### src/rtl/shift_reg_universal_if.sv
// rtl/shift_reg_universal_if.sv - control and data bundle for the universal shift register
interface shift_reg_universal_if #(
    parameter int WIDTH = 4
);
    localparam int CW = $clog2(WIDTH);

    logic             en;
    logic [1:0]       mode;
    logic             si;
    logic [WIDTH-1:0] pi;
    logic [WIDTH-1:0] po;
    logic             so;
    logic [WIDTH-1:0] word_out;
    logic             word_valid;
    logic [CW-1:0]    bit_cnt;

    modport master (
        output en, mode, si, pi,
        input  po, so, word_out, word_valid, bit_cnt
    );

    modport slave (
        input  en, mode, si, pi,
        output po, so, word_out, word_valid, bit_cnt
    );
endinterface

### src/rtl/shift_reg_universal.sv
// rtl/shift_reg_universal.sv - universal shift register with hold/shl/shr/load and word strobe
module shift_reg_universal #(
    parameter int               WIDTH     = 4,
    parameter logic [WIDTH-1:0] RESET_VAL = '0,
    parameter int               CW        = $clog2(WIDTH)
) (
    input  logic                 clk,
    input  logic                 reset,
    shift_reg_universal_if.slave bus
);
    localparam logic [1:0] MODE_HOLD = 2'b00;
    localparam logic [1:0] MODE_SHL  = 2'b01;
    localparam logic [1:0] MODE_SHR  = 2'b10;
    localparam logic [1:0] MODE_LOAD = 2'b11;

    localparam logic [CW-1:0] LAST_BIT = CW'(WIDTH - 1);

    logic [WIDTH-1:0] q;
    logic [WIDTH-1:0] word_q;
    logic             valid_q;
    logic [CW-1:0]    cnt;

    logic             is_shift;
    logic [WIDTH-1:0] shift_q;

    // SHL and SHR share the counter and completion logic; only the new q differs.
    always_comb begin
        is_shift = (bus.mode == MODE_SHL) || (bus.mode == MODE_SHR);
        if (bus.mode == MODE_SHR) begin
            shift_q = {bus.si, q[WIDTH-1:1]};
        end else begin
            shift_q = {q[WIDTH-2:0], bus.si};
        end
    end

    always_ff @(posedge clk) begin
        if (!reset) begin
            q       <= RESET_VAL;
            word_q  <= '0;
            valid_q <= 1'b0;
            cnt     <= '0;
        end else begin
            valid_q <= 1'b0;
            if (bus.en) begin
                if (is_shift) begin
                    q <= shift_q;
                    if (cnt == LAST_BIT) begin
                        cnt     <= '0;
                        word_q  <= shift_q;
                        valid_q <= 1'b1;
                    end else begin
                        cnt <= cnt + CW'(1);
                    end
                end else if (bus.mode == MODE_LOAD) begin
                    q   <= bus.pi;
                    cnt <= '0;
                end
            end
        end
    end

    // so previews the bit the next shift in the selected direction pushes out.
    assign bus.so         = (bus.mode == MODE_SHR) ? q[0] : q[WIDTH-1];
    assign bus.po         = q;
    assign bus.word_out   = word_q;
    assign bus.word_valid = valid_q;
    assign bus.bit_cnt    = cnt;

    logic unused_hold;
    assign unused_hold = (MODE_HOLD == 2'b00);
endmodule

### src/flat_wrapper.sv
// flat-port wrapper written by rule: the top's interface ports become plain ports
module shift_reg_universal_flat 
#(
    parameter int               WIDTH     = 4,
    parameter logic [WIDTH-1:0] RESET_VAL = '0,
    parameter int               CW        = $clog2(WIDTH)
)
  (clk, reset, bus_en, bus_mode, bus_si, bus_pi, bus_po, bus_so, bus_word_out, bus_word_valid, bus_bit_cnt);
  shift_reg_universal_if #(.WIDTH(WIDTH)) bus_i ();
  input  logic clk;
  input  logic reset;
  input wire logic [$bits(bus_i.en)-1:0] bus_en;
  input wire logic [$bits(bus_i.mode)-1:0] bus_mode;
  input wire logic [$bits(bus_i.si)-1:0] bus_si;
  input wire logic [$bits(bus_i.pi)-1:0] bus_pi;
  output wire logic [$bits(bus_i.po)-1:0] bus_po;
  output wire logic [$bits(bus_i.so)-1:0] bus_so;
  output wire logic [$bits(bus_i.word_out)-1:0] bus_word_out;
  output wire logic [$bits(bus_i.word_valid)-1:0] bus_word_valid;
  output wire logic [$bits(bus_i.bit_cnt)-1:0] bus_bit_cnt;
  assign bus_i.en = bus_en;
  assign bus_i.mode = bus_mode;
  assign bus_i.si = bus_si;
  assign bus_i.pi = bus_pi;
  assign bus_po = bus_i.po;
  assign bus_so = bus_i.so;
  assign bus_word_out = bus_i.word_out;
  assign bus_word_valid = bus_i.word_valid;
  assign bus_bit_cnt = bus_i.bit_cnt;
  shift_reg_universal #(.WIDTH(WIDTH), .RESET_VAL(RESET_VAL), .CW(CW)) u_core (.clk(clk), .reset(reset), .bus(bus_i));
endmodule
### config.mk
export PLATFORM = sky130hd
export DESIGN_NAME = shift_reg_universal_flat
export DESIGN_NICKNAME = d
export VERILOG_FILES = /design/src/rtl/shift_reg_universal_if.sv /design/src/rtl/shift_reg_universal.sv /design/src/flat_wrapper.sv
export SDC_FILE = /design/constraint.sdc
export NUM_CORES = 1
export LEC_CHECK = 0
export BUFFER_PORTS_ARGS = -buffer_cell sky130_fd_sc_hd__buf_2
export CORE_MARGIN = 5
export CORE_UTILIZATION = 41
export CTS_CLUSTER_SIZE = 24
export DETAILED_ROUTE_END_ITERATION = 10
export PLACE_DENSITY = 0.73
export SYNTH_ARGS = -nofsm -noshare
export SYNTH_HDL_FRONTEND = slang
export SYNTH_SLANG_ARGS = --single-unit
### constraint.sdc
create_clock -name clk -period 1.1 [get_ports clk]
set_input_delay 0.11 -clock clk [delete_from_list [all_inputs] [get_ports clk]]
set_output_delay 0.11 -clock clk [all_outputs]
set_load 0.02 [all_outputs]
* Word-level counts from Yosys, hierarchy flattened
Cells that the tools add are included.
Cells by class: eq/ne operators 4, reductions and logical operators 5, add/subtract/negate cells 1, shift-type cells 0, magnitude comparators 0, multipliers 0, mux-type cells 8, divide/modulo/power cells 0, bitwise logic cells 0
Operator list (count):
- 4-bit 2-to-1 mux | 3
- 2-bit == test (second input constant) | 3
- 2-bit 2-to-1 mux | 3
- 3-bit AND reduction | 2
- 2-bit by 1-bit adder with 2-bit output (second input constant) | 1
- 2-bit by 1-bit == test with 1-bit output (second input constant) | 1
- 1-bit 2-to-1 mux | 2
- 2-bit AND reduction | 1
- 2-bit nonzero test | 1
- 1-bit logical OR | 1
Word-level totals: ROM bits 0, latch bits 0, output and inout port bits 12, flip-flop bits (word level) 11, RAM bits 0, bits of input ports 10, memories 0

* Depth between registers and ports, before layout
Gate-level depths: netlist of run 1.
depth after elaboration 4, mapped depth 7, depth with buffers taken out 5

* Least setup slack after synthesis of run 1
No wires, ideal clock.
path type reg2reg, start register u_core.cnt[0], in the netlist u_core.bus.bit_cnt[0], end register u_core.cnt[0], in the netlist u_core.bus.bit_cnt[0], setup slack -0.160 ns, period minus slack after synthesis 1.260 ns, data arrival time 1.190 ns, cell stages (with the launch flop) 4, cells stage by stage dfxtp_1 -> ha_1 -> or4b_1 -> a21boi_1
On the way: word-level cells in the longest chain between the ends 3
RTL lines:
- start: declaration | line shift_reg_universal.sv:21 | logic [CW-1:0] cnt;
- start signal: assignment | line shift_reg_universal.sv:52 | cnt <= cnt + CW'(1);
- 2-bit by 1-bit adder with 2-bit output or 2-bit == test (tied branches) | line shift_reg_universal.sv:52, shift_reg_universal.sv:47
- 2-bit 2-to-1 mux * | line shift_reg_universal.sv:47 | if (cnt == LAST_BIT) begin
- 2-bit 2-to-1 mux * | line shift_reg_universal.sv:45 | if (is_shift) begin
Every way passes the cells marked *; elsewhere a longest branch is shown, timed or not. A chain may end at the register's enable or synchronous reset.

* Worst setup path in the final report of run 1
Same ends and word-level chain as after synthesis.

==> flow_summary.yaml, run 1 <==
global_route:
  grt_max_degree: 12
  grt-ovfl-total: 0
  grt_antenna_before_repair: 0
  grt_pass1_wl_um: 2130
  grt_pass1_vias: 539
  grt_usage_pct: 13.2
critical_path:
  slowest_stage: "or4b_1"
  timing.rr.end: "u_core.bus.bit_cnt[0]$_SDFFE_PN0P_"
  path_cells: "ha_4 -> or4b_1 -> a21boi_1"
  arrival_ns: 1.37
  path_class: "reg2reg"
  slowest_delay_ns: 0.46
  path_delay_family: "simple AND/OR/NAND/NOR gates"
  regToRegSetupSlack_ns: -0.06
  cp_num_buf_inv: 0
  cp_max_fo: 4
  required_ns: 1.30
  r2r-start: "u_core.bus.bit_cnt[0]$_SDFFE_PN0P_"
  cp-startpoint: "u_core.bus.bit_cnt[0]$_SDFFE_PN0P_"
  r2r_cells: 3
  end_kind: "flop"
  worst_setup_path_start_kind: "flop"
floorplan:
  start_util_pct: 43.2
  die_x_um: 47.0
  dieHeight_um: 47.0
  core_area_um2: 1300
  rows: 13
  fp.dieArea_um2: 2210
  io_pins: 22
timing:
  rsz0062_at_grt: "yes"
  finalSetupViolCount: 2
  fin_crit_ns: 1.16
  timing.fmax_mhz: 862
  worst_slack_ns: -0.0607
  slew_headroom_pct: 84.3
  hold_violations: 0
  timing.final.crit_share_pct: 106
  slew_viol_final: 0
  skew_ns: 0.0118
  tightest_slew_ns: 0.229
  tns_ns: -0.0750
cts:
  htreeDepth: 1
  path_clk_slew_ns: 0.08
  clk_root_buffer_cell: "clkbuf_4"
  cts_buffer_depth: 2
  cts.sinks: 11
  cts_buffers: 3
  clock_latency_ns: 0.27
  tritoncts: "yes"
placed_design:
  globalplace.congestion: 0.814
  dp_hpwl_um: 956
  place_ws_ns: -0.186
  placement.io_buffers: 21
synth:
  yosysSeqAreaShare_pct: 39.2
  syn_area_um2: 562
  ys_seq_elements: 11
  synth_nets: 73
  yosysWarnings: 0
  avgSynthCellArea_um2: 9.52
  synth.distinct_cells: 17
  synth_cells: 59
layout:
  drive_gt1_share_pct: 47.7
  nNetsFinal: 101
  area_growth_pct: 40.3
  seq_area_um2: 231
  n_antenna_cell: 0
  multi_input_area_um2: 348
  nFillCells: 126
drt:
  drtAntennaViolNets: 0
  drc: 0
  via_count: 514
  wl_per_cell_um: 12.8
  routed_wl_um: 1290
  drt-pass1-iter-count: 5
  drt_iter0_markers: 12
  viasPerCell: 5.09
min_path:
  hold_path_depth: 3
  hp-start: "bus_en"
  hold_path_end: "u_core.bus.bit_cnt[1]$_SDFFE_PN0P_"
  hold_class: "in2reg"
pwr:
  p_leak_nw: 0.417
  power.share.combinational_pct: 21.0
  sw_frac_of_total_pct: 27.7
  switching_power_mw: 0.246
  p_clk_share_pct: 31.2
  pwr-share-seq_pct: 47.8
  power_density_nw_per_um2: 1130
  p_int_mw: 0.645
  peakVddDrop_mv: 0.641
status:
  status: "finished with violations"
  failed_checks: "negative setup slack"
job:
  max_cap_viol_count: 0
## flip-flops by register name (all words and copies together), names as in the netlist
register               count
u_core.bus.bit_cnt         2
u_core.bus.po              4
u_core.bus.word_out        4
u_core.bus.word_valid      1
## synth_stat cells (all sizes together)
| library cell | instances | area (µm²) |
|---|---|---|
| a21boi | 6 | 45.0 |
| mux2 | 1 | 11.3 |
| nand2b | 1 | 6.26 |
| dfxtp | 11 | 220 |
| nor2 | 4 | 15.0 |
| nand2 | 10 | 37.5 |
| and3 | 1 | 6.26 |
| inv | 2 | 7.51 |
| mux2i | 4 | 40.0 |
| and2 | 1 | 6.26 |
| nand4b | 1 | 8.76 |
| o211a | 4 | 40.0 |
| a211o | 4 | 35.0 |
| buf | 4 | 22.5 |
| or4b | 1 | 10.0 |
| ha | 4 | 50.1 |
## power by group through the flow
stage / Clock [mW] / Combinational, mW / Sequential [mW]
floorplan: 0 / 0.0963 / 0.449
CTS: 0.287 / 0.186 / 0.424
detailed placement: 0 / 0.173 / 0.434
global placement: 0 / 0.170 / 0.434
finish: 0.278 / 0.187 / 0.426
global route: 0.300 / 0.205 / 0.428
## repair_timing
item	4_1_cts	5_1_grt
pin swaps	1	0
endpoints found under the setup margin	6	7
endpoints found under the hold margin	0	0
hold buffers	0	0
gates resized for setup	7	2
buffers inserted	1	0
## area by class of cell
type	instances	share of cell area, %
multi-input cells	42	44.1
flip-flops and latches	11	29.4
repair buffers	27	19.8
clock buffers	4	3.33
well taps	15	2.38
inverters	2	0.952
## stage by stage
| step | utilization (%) | hold WS, ns | cells | total power, mW | area (µm²) |
|---|---|---|---|---|---|
| after floorplan | - | 0.263 | 59 | 0.546 | 607 |
| after global placement | 56.3 | 0.414 | 96 | 0.604 | 733 |
| after detailed placement | 56.3 | 0.410 | 96 | 0.607 | 733 |
| after CTS | 60.2 | 0.122 | 101 | 0.898 | 783 |
| after global routing | 60.6 | 0.137 | 101 | 0.934 | 788 |
| final | 60.6 | 0.127 | 101 | 0.891 | 788 |
## kinds of logic after synthesis
group	share of synthesized area, %
DFF	39.2
buffers and inverters	5.35
AOI/OAI and AO/OA	21.4
adders and majority gates	8.91
muxes	9.13
and+or+nand+nor	16.0
## routing by layer
| layer | vias up | GRT usage [%] | wire length (µm) |
|---|---|---|---|
| met4 | 0 | 4.42 | 0 |
| met3 | 0 | 3.07 | 97 |
| met1 | 234 | 14.8 | 546 |
| met5 | - | 0 | 0 |
| met2 | 20 | 24.4 | 649 |
| li1 | 260 | - | - |
## how the worst max path moves through the flow
stage / slack (ns) / depth (start not counted) / to
floorplan: -0.06 / 3 / u_core.bus.bit_cnt[0]$_SDFFE_PN0P_
global placement: -0.15 / 6 / u_core.bus.bit_cnt[0]$_SDFFE_PN0P_
detailed placement: -0.19 / 6 / u_core.bus.bit_cnt[0]$_SDFFE_PN0P_
CTS: -0.07 / 3 / u_core.bus.bit_cnt[0]$_SDFFE_PN0P_
global route: -0.10 / 3 / u_core.bus.bit_cnt[0]$_SDFFE_PN0P_
finish: -0.06 / 3 / u_core.bus.bit_cnt[0]$_SDFFE_PN0P_
## worst min-delay path: cells and delay by family
family          cells  cell delay (ns)
buf+inv             1             0.11
compound gates      1             0.06
simple gates        1             0.08
## cell usage in the layout (no fill, tap or decap)
cell type  instances
a211o_1            4
a21boi_1           6
clkbuf_1           1
o211a_1            4
dfxtp_2            3
inv_2              1
buf_4              6
or4b_1             1
mux2_4             1
nand2_1           10
nand4b_1           1
ha_1               1
ha_4               2
nor2_1             4
ha_2               1
dfxtp_1            6
nand2b_1           1
dfxtp_4            2
and2_1             1
buf_6              1
and3_4             1
mux2i_1            4
inv_1              1
buf_2             20
clkbuf_4           3
Power figures use the tool's default switching activity.
==> inputs of run 2 (changes only) <==
- CORE_AREA: unset -> 5 5 42 44
- CORE_MARGIN: 5 -> unset
- CORE_UTILIZATION: 41 -> unset
- DIE_AREA: unset -> 0 0 47 49
- PLACE_DENSITY: 0.73 -> 0.72
- clock period: 1.1 -> 1.24 ns (I/O delays scaled with it)
==> flow_summary.yaml, run 2 (synthesis results as in run 1) <==
cts:
  clock_latency_ns: 0.26
  cts.sinks: 11
  postCtsHoldBufs: 0
  cts_buffer_depth: 2
  clk_root_buffer_cell: "clkbuf_4"
  cts_buffers: 3
  path_clk_slew_ns: 0.07
  tritoncts: "yes"
  htreeDepth: 1
timing:
  slew_viol_final: 0
  rsz0062_at_grt: "no"
  tns_ns: 0
  finalSetupViolCount: 0
  worst_slack_ns: 0.0237
  skew_ns: 0.00249
  tightest_slew_ns: 0.208
  slew_headroom_pct: 85.7
  timing.final.crit_share_pct: 98.1
  hold_violations: 0
  timing.fmax_mhz: 822
  fin_crit_ns: 1.22
  hold_ws_ns: 0.154
global_route:
  grt_pass1_wl_um: 2090
  grt_pass1_vias: 511
  grt-ovfl-total: 0
  grt_usage_pct: 12.5
  grt_max_degree: 12
  grt_antenna_before_repair: 0
floorplan:
  start_util_pct: 40.1
  dieHeight_um: 49
  rows: 14
  core_area_um2: 1400
  fp.dieArea_um2: 2300
  die_x_um: 47
  io_pins: 22
critical_path:
  cp-startpoint: "u_core.bus.bit_cnt[0]$_SDFFE_PN0P_"
  regToRegSetupSlack_ns: 0.02
  timing.rr.end: "u_core.bus.bit_cnt[0]$_SDFFE_PN0P_"
  r2r-start: "u_core.bus.bit_cnt[0]$_SDFFE_PN0P_"
  end_kind: "flop"
  path_class: "reg2reg"
  endpoint: "u_core.bus.bit_cnt[0]$_SDFFE_PN0P_"
  required_ns: 1.44
  arrival_ns: 1.41
  worst_setup_path_start_kind: "flop"
  cp_max_fo: 2
  r2r_cells: 3
pwr:
  power_density_nw_per_um2: 1040
  p_leak_nw: 0.409
  finalPower_mw: 0.764
  peakVddDrop_mv: 0.738
layout:
  area_growth_pct: 30.7
  fin_cells: 100
  fin_util_pct: 52.4
  final_cell_mix: "buf_2, nand2_1, dfxtp_1"
  nNetsFinal: 99
  n_antenna_cell: 0
  layout_commonest_cell: "buf_2"
  final_cell_area_um2: 734
  drive_gt1_share_pct: 40.5
drt:
  drt-pass1-iter-count: 4
  drt_iter0_markers: 8
  drtAntennaViolNets: 0
  viasPerCell: 4.89
  routed_wl_um: 1190
  wl_per_cell_um: 11.9
  via_count: 489
  drc: 0
placed_design:
  place_inst: 96
  dp_hpwl_um: 950
  placement.io_buffers: 21
  place_ws_ns: -0.0944
  globalplace.congestion: 0.697
  place_area_um2: 697
status:
  status: "finished clean"
min_path:
  hold_path_depth: 3
  hold_class: "in2reg"
job:
  max_cap_viol_count: 0
## run 2: what timing repair did
item,4_1_cts,5_1_grt
setup endpoints to repair,1,5
resized for setup,2,2
gates cloned,0,0
pin swaps,1,1
buffers inserted,0,0
hold endpoints to repair,0,0
## run 2: cell type report
cell class	instances	area (µm²)
clock buffer	4	26.3
fill	137	667
inverter	2	7.51
multi-input combinational	42	323
sequential	11	223
tap	16	20.0
timing repair buffer	25	135
## run 2: routing by layer
layer	vias up	global-route usage, %	share of wire, %
met2	15	17.6	46
li1	258	-	-
met5	-	0	0
met3	6	2.21	6.0
met4	0	10.6	5.1
met1	210	15.4	43
## run 2: worst min-delay path by stage
stage	from	endpoint	slack, ns
global route	bus_en	u_core.bus.bit_cnt[1]$_SDFFE_PN0P_	0.16
CTS	bus_en	u_core.bus.bit_cnt[1]$_SDFFE_PN0P_	0.15
detailed placement	bus_en	u_core.bus.bit_cnt[1]$_SDFFE_PN0P_	0.43
finish	bus_en	u_core.bus.bit_cnt[1]$_SDFFE_PN0P_	0.15
floorplan	reset	u_core.bus.po[2]$_SDFFE_PN0P_	0.28
global placement	bus_en	u_core.bus.bit_cnt[1]$_SDFFE_PN0P_	0.44
## run 2: where the power goes
part | internal, mW | total, mW | switching, mW | leakage [nW]
Combinational | 0.0691 | 0.149 | 0.0797 | 0.303
Sequential | 0.366 | 0.377 | 0.0108 | 0.0902
Clock | 0.124 | 0.238 | 0.114 | 0.0150
## run 2: critical path, stage by stage (launching register included)
cell	delay (ns)
dfxtp_2	0.32
ha_2	0.18
or4b_4	0.52
a21boi_2	0.12
